$ cat config.mk
export PLATFORM = sky130hd
export DESIGN_NAME = delta_sigma_sequencer
export DESIGN_NICKNAME = d
export VERILOG_FILES = /design/src/rtl/ds_pkg.sv /design/src/rtl/ds_sample_fifo.sv /design/src/rtl/delta_sigma_sequencer.sv
export SDC_FILE = /design/constraint.sdc
export NUM_CORES = 1
export LEC_CHECK = 0
export CAP_MARGIN = 20
export CORE_ASPECT_RATIO = 2
export CORE_UTILIZATION = 35
export CTS_CLUSTER_SIZE = 24
export DETAILED_ROUTE_END_ITERATION = 16
export GPL_ROUTABILITY_DRIVEN = 0
export PLACE_DENSITY = 0.51
export SYNTH_ARGS = -nofsm -noshare
export SYNTH_HDL_FRONTEND = slang
export SYNTH_SLANG_ARGS = --single-unit
$ cat constraint.sdc
create_clock -name clk -period 3 [get_ports clk]
set_input_delay 0.3 -clock clk [delete_from_list [all_inputs] [get_ports clk]]
set_output_delay 0.3 -clock clk [all_outputs]
set_load 0.1 [all_outputs]
$ cat src/rtl/ds_pkg.sv
// ds_pkg: shared types and helpers for the delta-sigma sample sequencer.
//   ds_seq_state_t : playback state (IDLE, PRIME, RUN, STARVE)
//   midscale()     : mid-scale code for an unsigned sample of a given width
package ds_pkg;

    typedef enum logic [1:0] {
        IDLE   = 2'd0,
        PRIME  = 2'd1,
        RUN    = 2'd2,
        STARVE = 2'd3
    } ds_seq_state_t;

    // 1 << (bits-1): the value the modulator sees when there is no audio.
    function automatic logic [31:0] midscale(input int bits);
        return 32'd1 << (bits - 1);
    endfunction

endpackage

$ cat src/rtl/ds_sample_fifo.sv
// ds_sample_fifo: synchronous sample FIFO with flush.
// Ports:
//   clk, rst      clock, synchronous active-low reset
//   i_flush       drop all contents (wins over push/pop in the same cycle)
//   i_push        write i_wdata if not full
//   i_pop         advance read pointer if not empty
//   o_rdata       head of FIFO (valid when !o_empty)
//   o_full/o_empty/o_fill  occupancy status, o_fill in 0..DEPTH
module ds_sample_fifo #(
    parameter int W     = 12,
    parameter int DEPTH = 8
)(
    input  logic                     clk,
    input  logic                     rst,
    input  logic                     i_flush,
    input  logic                     i_push,
    input  logic                     i_pop,
    input  logic [W-1:0]             i_wdata,
    output logic [W-1:0]             o_rdata,
    output logic                     o_full,
    output logic                     o_empty,
    output logic [$clog2(DEPTH):0]   o_fill
);

    localparam int AW = $clog2(DEPTH);
    localparam logic [AW:0] FULL_LVL = (AW+1)'(DEPTH);

    logic [W-1:0]  r_mem [DEPTH];
    logic [AW-1:0] r_wr_ptr;
    logic [AW-1:0] r_rd_ptr;
    logic [AW:0]   r_fill;
    logic          w_push;
    logic          w_pop;

    // Push is judged against the current fill, so a full FIFO refuses a
    // push even when a pop frees a slot in the same cycle.
    assign w_push = i_push && !o_full  && !i_flush;
    assign w_pop  = i_pop  && !o_empty && !i_flush;

    always_ff @(posedge clk) begin
        if (!rst) begin
            r_wr_ptr <= '0;
            r_rd_ptr <= '0;
            r_fill   <= '0;
        end else if (i_flush) begin
            r_wr_ptr <= '0;
            r_rd_ptr <= '0;
            r_fill   <= '0;
        end else begin
            // Power-of-two depth: pointers wrap by natural overflow.
            if (w_push) r_wr_ptr <= r_wr_ptr + 1'b1;
            if (w_pop)  r_rd_ptr <= r_rd_ptr + 1'b1;
            case ({w_push, w_pop})
                2'b10:   r_fill <= r_fill + 1'b1;
                2'b01:   r_fill <= r_fill - 1'b1;
                default: r_fill <= r_fill;
            endcase
        end
    end

    // Storage needs no reset; entries are only read once written.
    always_ff @(posedge clk) begin
        if (w_push) r_mem[r_wr_ptr] <= i_wdata;
    end

    assign o_rdata = r_mem[r_rd_ptr];
    assign o_full  = (r_fill == FULL_LVL);
    assign o_empty = (r_fill == '0);
    assign o_fill  = r_fill;

endmodule

$ cat src/rtl/delta_sigma_sequencer.sv
// delta_sigma_sequencer: buffers PCM samples and paces the delta-sigma
// modulator, presenting a new sample every OSR ena strobes, one strobe
// every ENA_DIV clocks.
// Ports:
//   clk, rst          clock, synchronous active-low reset
//   start / stop      playback control pulses (stop wins)
//   s_valid/s_data/s_ready   sample input handshake
//   ds_ena / ds_in    modulator strobe and sample
//   underrun          one-cycle pulse: FIFO empty at a frame boundary in RUN
//   busy              state != IDLE
//   fill              FIFO occupancy
// Optional: define DS_SEQ_STATS_EN to add underrun_cnt[15:0], a saturating
// underrun counter cleared by reset and by start.
module delta_sigma_sequencer
    import ds_pkg::*;
#(
    parameter int IN_BITS    = 12,
    parameter int FIFO_DEPTH = 8,
    parameter int OSR        = 64,
    parameter int ENA_DIV    = 4
)(
    input  logic                         clk,
    input  logic                         rst,
    input  logic                         start,
    input  logic                         stop,
    input  logic                         s_valid,
    input  logic [IN_BITS-1:0]           s_data,
    output logic                         s_ready,
    output logic                         ds_ena,
    output logic [IN_BITS-1:0]           ds_in,
    output logic                         underrun,
    output logic                         busy,
    output logic [$clog2(FIFO_DEPTH):0]  fill
`ifdef DS_SEQ_STATS_EN
    ,
    output logic [15:0]                  underrun_cnt
`endif
);

    localparam int AW    = $clog2(FIFO_DEPTH);
    localparam int DIV_W = $clog2(ENA_DIV);
    localparam int OSR_W = $clog2(OSR);
    localparam logic [DIV_W-1:0]   DIV_LAST = DIV_W'(ENA_DIV - 1);
    localparam logic [OSR_W-1:0]   OSR_LAST = OSR_W'(OSR - 1);
    localparam logic [AW:0]        HALF     = (AW+1)'(FIFO_DEPTH / 2);
    localparam logic [IN_BITS-1:0] MID      = IN_BITS'(midscale(IN_BITS));

    ds_seq_state_t      r_state;
    ds_seq_state_t      w_state_nxt;
    logic [DIV_W-1:0]   r_div_cnt;
    logic [OSR_W-1:0]   r_osr_cnt;
    logic [IN_BITS-1:0] r_ds_in;
    logic [IN_BITS-1:0] w_head;
    logic [AW:0]        w_fill;
    logic               w_full;
    logic               w_empty;
    logic               w_half;
    logic               w_active;
    logic               w_ena;
    logic               w_bnd;
    logic               w_pop;
    logic               w_underrun;

    ds_sample_fifo #(
        .W     (IN_BITS),
        .DEPTH (FIFO_DEPTH)
    ) u_fifo (
        .clk     (clk),
        .rst     (rst),
        .i_flush (stop),
        .i_push  (s_valid),
        .i_pop   (w_pop),
        .i_wdata (s_data),
        .o_rdata (w_head),
        .o_full  (w_full),
        .o_empty (w_empty),
        .o_fill  (w_fill)
    );

    assign w_half   = (w_fill >= HALF);
    assign w_active = (r_state == RUN) || (r_state == STARVE);
    assign w_ena    = w_active && (r_div_cnt == DIV_LAST);
    assign w_bnd    = w_ena && (r_osr_cnt == OSR_LAST);

    always_comb begin
        w_state_nxt = r_state;
        w_pop       = 1'b0;
        w_underrun  = 1'b0;
        case (r_state)
            IDLE:   if (start) w_state_nxt = PRIME;
            PRIME:  if (w_half) begin
                        w_pop       = 1'b1;
                        w_state_nxt = RUN;
                    end
            RUN:    if (w_bnd) begin
                        // Emptiness is judged before any same-cycle push:
                        // no bypass path into ds_in.
                        if (!w_empty) begin
                            w_pop = 1'b1;
                        end else begin
                            w_underrun  = 1'b1;
                            w_state_nxt = STARVE;
                        end
                    end
            STARVE: if (w_bnd && w_half) begin
                        w_pop       = 1'b1;
                        w_state_nxt = RUN;
                    end
            default: w_state_nxt = IDLE;
        endcase
        if (stop) begin
            w_state_nxt = IDLE;
            w_pop       = 1'b0;
            w_underrun  = 1'b0;
        end
    end

    always_ff @(posedge clk) begin
        if (!rst) r_state <= IDLE;
        else      r_state <= w_state_nxt;
    end

    // Strobe divider and oversampling counter; idle at 0 outside RUN/STARVE
    // so the first strobe lands ENA_DIV-1 cycles into RUN.
    always_ff @(posedge clk) begin
        if (!rst || stop || !w_active) begin
            r_div_cnt <= '0;
            r_osr_cnt <= '0;
        end else begin
            r_div_cnt <= (r_div_cnt == DIV_LAST) ? '0 : r_div_cnt + 1'b1;
            if (w_ena)
                r_osr_cnt <= (r_osr_cnt == OSR_LAST) ? '0 : r_osr_cnt + 1'b1;
        end
    end

    // Popped sample lands one cycle after the boundary, well before the
    // next strobe since ENA_DIV >= 2.
    always_ff @(posedge clk) begin
        if (!rst || stop) r_ds_in <= MID;
        else if (w_pop)   r_ds_in <= w_head;
    end

`ifdef DS_SEQ_STATS_EN
    logic [15:0] r_ucnt;
    always_ff @(posedge clk) begin
        if (!rst)                                   r_ucnt <= '0;
        else if (start && !stop)                    r_ucnt <= '0;
        else if (w_underrun && r_ucnt != 16'hFFFF)  r_ucnt <= r_ucnt + 1'b1;
    end
    assign underrun_cnt = r_ucnt;
`endif

    assign s_ready  = !w_full;
    assign ds_ena   = w_ena;
    assign ds_in    = r_ds_in;
    assign underrun = w_underrun;
    assign busy     = (r_state != IDLE);
    assign fill     = w_fill;

endmodule
==> reports/qor.yml, run 1 <==
grt:
  grtUsageTotal_pct: 16.20
  grt_start_max_net_pins: 17
  grt_pass1_vias: 3135
  grt_first_pass_wirelength_um: 17550
  grt-ovfl-total: 0
  antenna_found_initial: 0
logic_synthesis:
  synth_adder_area_share_pct: 2.066
  synth.mux.area_fraction_pct: 11.15
  synth_compound_area_share_pct: 7.423
  avgSynthCellArea_um2: 15.93
  syn_area_mm2: 0.005209
  synth-seq-cells: 128
  syn_inst: 327
  synth_flop_cell: "edfxtp_1"
  synth_xor_area_share_pct: 1.345
  ys_warn_count: 0
  yosys.area_share.simple_pct: 7.687
  synth_edf_count: 96
  synth.distinct_cells: 48
  ys_seq_area_share_pct: 67.64
  synth_top_family_by_area: "multiplexers"
  async_reset_ff_share_pct: 0
  syn_nets: 352
power_and_ir_drop:
  seqPwrFrac_pct: 45.6
  irDropWorstVdd_mv: 0.3109
  p_int_uw: 3359
  power_uw: 4204
  sw_frac_of_total_pct: 20.11
  power.density_mw_per_mm2: 654.0
  p_clk_share_pct: 52.0
  p_leak_uw: 0.002137
  netSwitchingPower_uw: 845.3
  p_comb_share_pct: 2.4
timing:
  rsz0062_at_grt: "no"
  setup_violations: 0
  report.final.hold_viol_count: 0
  worst_pin_slew_ps: 966.1
  relSlewSlack_pct: 35.39
  fmax_mhz: 377.9
  post-route-period-util_pct: 88.22
  fin_skew_ps: 11.11
  tns_ps: 0
  drv_slew: 0
  finalCriticalPeriod_ps: 2646
finish:
  final-instance-count-excl-fill: 586
  area_growth_pct: 23.42
  multi_input_area_mm2: 0.001562
  drive_above_1_share_pct: 28.93
  num_antenna_cells: 0
  fill_cells: 1332
  seq_area_mm2: 0.003536
  fin_nets: 406
worst_setup_path:
  end_kind: "flop"
  cp_num_buf_inv: 0
  r2r_cells: 10
  worstPathRequired_ps: 3350
  cpMostUsedCell: "ha_1"
  crit_fanout: 6
  max_stage_delay_ps: 310
  arrival_ps: 2990
  r2r_slack_ps: 350
  crit_family: "adder cells"
  cp_cell_sequence: "ha_1 > and4_2 > a2bb2oi_2 > nor2_4 > ha_1 > ha_1 > a21o_1 > a21oi_1 > mux2i_1 > mux2i_1"
  worstSetupStartpointType: "flop"
  slowest_stage: "dfxtp_1"
  crit_type: "reg2reg"
  worst-path-stages: 10
run:
  cap_violations: 0
die:
  start_util_pct: 36.10
  die_x_um: 88.26
  core.rowCount: 62
  die_h_um: 174.5
  pin_count: 37
  die-area_mm2: 0.01540
  core-area_mm2: 0.01443
drt:
  drt_iter0_markers: 147
  dr.pass1.iters: 5
  route.detailed.wl_per_inst_um: 19.13
  num_vias: 2976
  routed_wl_um: 11210
  viasPerCell: 5.078
  route.detailed.drc: 0
  antenna_left: 0
worst_hold_path:
  min_path_cells: 1
  min_path_type: "reg2reg"
cts:
  cts_tree: "done"
  clkTransAtPathRegs_ps: 60
  insertion_delay_ps: 420
  numCtsBuffers: 17
  clock-root-buffer: "clkbuf_16"
  ctsHtreeMaxLevel: 4
  post_cts_buffers: 0
  ctsHoldBuffers: 0
  clock_sinks: 128
  cts-resized-gates: 0
  clockBufferDepth: 2
placed_design:
  placed_cells_incl_taps: 554
  dpl.hpwl_um: 7428
  port_buffers: 36
status:
  status: "finished, final reports clean"
[cell usage after synthesis (all sizes together) (2+ instances only)]
library cell,number,area (um2)
nand2b,4,25.02
nand2,32,120.1
nand4b,2,17.52
nand3,4,20.02
ha,7,87.58
nor2,23,96.35
mux2i,4,40.04
edfxtp,96,2883
buf,12,95.08
nor3,5,25.02
a31oi,2,12.51
xor2,7,61.31
clkbuf,5,18.77
a21oi,20,100.1
or3,2,12.51
dfxtp,32,640.6
a311oi,11,146.4
nand4,3,25.02
o21ai,6,30.02
inv,7,26.28
mux4,24,540.5
[through the flow]
| stage | hold WS, ps | util [%] | worst slack [ps] | instance area, um2 |
|---|---|---|---|---|
| CTS | 436.4 | 44.55 | 329.1 | 6429 |
| global placement | 416.4 | 40.18 | 402.0 | 5797 |
| floorplan | 398.9 | - | 14.53 | 5233 |
| global route | 464.6 | 44.55 | 204.4 | 6429 |
| detailed placement | 420.4 | 40.18 | 332.7 | 5797 |
| finish | 432.7 | 44.55 | 353.5 | 6429 |
[sequential cells by signal, indices dropped and copies added, names as in the netlist]
register,cells
u_fifo.r_mem,96
ds_in,12
r_osr_cnt,6
u_fifo.o_fill,4
u_fifo.r_rd_ptr,3
u_fifo.r_wr_ptr,3
r_div_cnt,2
r_state,2
[power by group through the flow]
stage | Sequential (uW) | Clock (uW) | Combinational (uW)
global route | 1920 | 2300 | 109
global placement | 1960 | 0 | 101
CTS | 1920 | 2230 | 103
floorplan | 1960 | 0 | 41.3
finish | 1920 | 2180 | 100
detailed placement | 1960 | 0 | 102
[per-layer routing]
| metal | GRT usage, % | up-vias | wire [um] |
|---|---|---|---|
| met3 | 3.989 | 22 | 407 |
| met4 | 7.056 | 0 | 256 |
| met2 | 29.65 | 68 | 6363 |
| met1 | 16.83 | 1510 | 4186 |
| li1 | - | 1376 | - |
| met5 | 0 | - | 0 |
[path summary, 6_finish.rpt]
kind                      startpoint                       endpoint
max          r_div_cnt[0]$_SDFF_PP0_  u_fifo.o_fill[3]$_SDFFE_PP0P_
min          r_div_cnt[0]$_SDFF_PP0_        r_div_cnt[0]$_SDFF_PP0_
min reg2reg  r_div_cnt[0]$_SDFF_PP0_        r_div_cnt[0]$_SDFF_PP0_
max reg2reg  r_div_cnt[0]$_SDFF_PP0_  u_fifo.o_fill[3]$_SDFFE_PP0P_
[cell families after synthesis]
| logic type | after synthesis |
|---|---|
| buffers and inverters | 24 |
| AOI/OAI and AO/OA | 48 |
| DFF | 128 |
| adders and majority gates | 8 |
| and+or+nand+nor | 83 |
| muxes | 28 |
| xor gates and xnor gates | 8 |
[cells in the final DEF, fill, tap and decap left out, drive strengths merged, types with 7 or more instances in the layout]
cell type       n
a311oi         11
clkdlybuf4s50  17
buf            35
inv            12
a21oi          20
xor2            7
edfxtp         96
dfxtp          32
mux4           24
nand2          32
clkbuf         18
nor2           23
ha              7
[layout make-up]
class | count | share of cell area [%]
repair buffers | 52 | 6.734
clock buffers | 18 | 6.676
well taps | 192 | 3.737
multi-input cells | 175 | 24.29
inverters | 7 | 0.4087
clock inverters | 14 | 3.153
flip-flops and latches | 128 | 55.00
(Power assumes the default switching activity.)
==> run 2, diff against run 1 <==
--- a/config.mk
+++ b/config.mk
@@ -6,7 +6,7 @@
 export NUM_CORES = 1
 export LEC_CHECK = 0
 export CAP_MARGIN = 20
-export CORE_ASPECT_RATIO = 2
+export CORE_ASPECT_RATIO = 1.2
 export CORE_UTILIZATION = 35
 export CTS_CLUSTER_SIZE = 24
 export DETAILED_ROUTE_END_ITERATION = 16
==> constraint.sdc (replaced) <==
create_clock -name clk -period 3.1 [get_ports clk]
set_input_delay 0.31 -clock clk [delete_from_list [all_inputs] [get_ports clk]]
set_output_delay 0.31 -clock clk [all_outputs]
set_load 0.1 [all_outputs]
==> reports/qor.yml, run 2 (synthesized netlist as in run 1, its figures left out) <==
power_and_ir_drop:
  power_uw: 3655  # -13%
  power.density_mw_per_mm2: 578.3  # -12%
  p_leak_uw: 0.002021  # -5.4%
  irDropWorstVdd_mv: 0.3430  # +10%
die:
  pin_count: 37  # unchanged
  start_util_pct: 35.99  # -0.11 points
  die-area_mm2: 0.01538  # -0.17%
  core-area_mm2: 0.01447  # +0.31%
  core.rowCount: 48  # -23%
  die_x_um: 113.4  # +28%
  die_h_um: 135.6  # -22%
placed_design:
  dpl_worst_slack_ps: 404.6  # +71.86 ps
  dpl.hpwl_um: 6517  # -12%
  port_buffers: 36  # unchanged
cts:
  ctsHoldBuffers: 0  # unchanged
  clkTransAtPathRegs_ps: 50  # about the same
  post_cts_buffers: 0  # unchanged
  ctsHtreeMaxLevel: 4  # unchanged
  clock-root-buffer: "clkbuf_16"
  insertion_delay_ps: 410  # about the same
  clock_sinks: 128  # unchanged
  clockBufferDepth: 2  # unchanged
  cts-resized-gates: 0  # unchanged
  numCtsBuffers: 17  # unchanged
  cts_tree: "done"
worst_hold_path:
  min_path_type: "reg2reg"
grt:
  antenna_found_initial: 0  # unchanged
  grt_pass1_vias: 2965  # -5.4%
  grtUsageMet1_pct: 20.41  # +3.6 points
  grtUsageTotal_pct: 15.93  # -0.27 points
  grt_start_max_net_pins: 26  # +9
  grt-ovfl-total: 0  # unchanged
  grtUsageMet3_pct: 5.011  # +1.0 points
  top_usage_layer: "met2"
  grt_first_pass_wirelength_um: 17400  # -0.87%
  grt_use_met2_pct: 25.15  # -4.5 points
drt:
  routed_wl_um: 10920  # -2.6%
  drt_iter0_markers: 217  # +48%
  route.detailed.drc: 0  # unchanged
  dr.pass1.iters: 4  # -1
  viasPerCell: 4.958  # -2.4%
  route.detailed.wl_per_inst_um: 18.48  # -3.4%
  num_vias: 2930  # -1.5%
  antenna_left: 0  # unchanged
finish:
  area_growth_pct: 21.33
  final_util_pct: 43.66  # -0.89 points
  fin_nets: 403  # -0.74%
  final_common_cell: "edfxtp_1"
  mostFrequentLayoutCells: "96 x edfxtp_1, 32 x nand2_1, 32 x clkdlybuf4s50_1, 28 x dfxtp_1, 24 x mux4_2"
  drive_above_1_share_pct: 22.76  # -6.2 points
  num_antenna_cells: 0  # unchanged
  largest-register: "u_fifo.r_mem"
  largest_reg_flops: 96  # unchanged
timing:
  finalCriticalPeriod_ps: 2570  # -76.10 ps
  relSlewSlack_pct: 34.21  # -1.2 points
  rsz0062_at_grt: "no"
  worst_pin_slew_ps: 983.7  # +17.66 ps
  fin_skew_ps: 6.390  # -4.722 ps
  tns_ps: 0  # unchanged
  drv_slew: 0  # unchanged
  finalWorstSetupSlack_ps: 529.6  # +176.1 ps
  whs_ps: 432.2  # -0.5160 ps
  setup_violations: 0  # unchanged
  fmax_mhz: 389.0  # +3.0%
  post-route-period-util_pct: 82.92  # -5.3 points
  report.final.hold_viol_count: 0  # unchanged
worst_setup_path:
  worstPathRequired_ps: 3440  # +90 ps
  worstSetupStartpointType: "flop"
  end_kind: "flop"
  arrival_ps: 2910  # -80 ps
  r2r_cells: 10  # unchanged
  endpoint: "u_fifo.o_fill[3]$_SDFFE_PP0P_"
  rr_endpoint: "u_fifo.o_fill[3]$_SDFFE_PP0P_"
  crit_fanout: 6  # unchanged
  r2r_start: "r_div_cnt[0]$_SDFF_PP0_"
  timing.critical_path.from: "r_div_cnt[0]$_SDFF_PP0_"
  r2r_slack_ps: 530  # +180 ps
  crit_type: "reg2reg"
status:
  status: "finished, final reports clean"
run:
  cap_violations: 0  # unchanged
run 2: cell count changes in the layout (fill, tap and decap cells not counted), sizes merged:
cell           change
inv                -4
clkinv             +5
clkbuf             +1
bufinv             -4
clkinvlp           +2
clkdlybuf4s50     +15
buf               -18
run 2: area by class of cell:
type,count,area (um2)
fill,1299,8154
sequential,128,3528
multi-input combinational,175,1562
timing repair buffer,49,447.9
clock buffer,19,432.9
tap,200,250.2
clock inverter,13,72.57
inverter,7,26.28
run 2: worst min path at each step:
| stage | startpoint | endpoint | slack [ps] | depth (start not counted) |
|---|---|---|---|---|
| 3_3_place_gp | r_div_cnt[0]$_SDFF_PP0_ | r_div_cnt[0]$_SDFF_PP0_ | 410 | 1 |
| 5_1_grt | r_div_cnt[0]$_SDFF_PP0_ | r_div_cnt[0]$_SDFF_PP0_ | 460 | 1 |
| 4_1_cts | r_div_cnt[0]$_SDFF_PP0_ | r_div_cnt[0]$_SDFF_PP0_ | 440 | 1 |
| 6_report | r_div_cnt[0]$_SDFF_PP0_ | r_div_cnt[0]$_SDFF_PP0_ | 430 | 1 |
| 2_1_floorplan | r_div_cnt[0]$_SDFF_PP0_ | r_div_cnt[0]$_SDFF_PP0_ | 410 | 1 |
| 3_5_place_dp | r_div_cnt[0]$_SDFF_PP0_ | r_div_cnt[0]$_SDFF_PP0_ | 430 | 1 |
run 2: metrics by stage:
stage          cells  instance area (um2)
3_3_place_gp     559                 5814
4_1_cts          591                 6320
5_1_grt          591                 6320
6_report         591                 6320
3_5_place_dp     559                 5814
2_1_floorplan    327                 5225
run 2: worst max-delay path: stages, from the launching register on:
cell and delay, ps:
dfxtp_1 310, ha_1 280, and4_2 310, a2bb2oi_2 280, nor2_4 60, ha_1 240, ha_1 280, a21o_1 170
a21oi_1 160, mux2i_1 230, mux2i_1 190
run 2: power breakdown:
part	internal, uW	switching [uW]	total, uW
Clock	1000	699	1700
Combinational	38.3	56.9	95.3
Sequential	1850	5.59	1860
Total	2890	761	3650
run 2: routing by layer:
metal | share of wire [%] | routed length [um]
met3 | 4.0 | 434
met5 | 0 | 0
met1 | 46 | 5038
met2 | 49 | 5317
met4 | 1.2 | 132
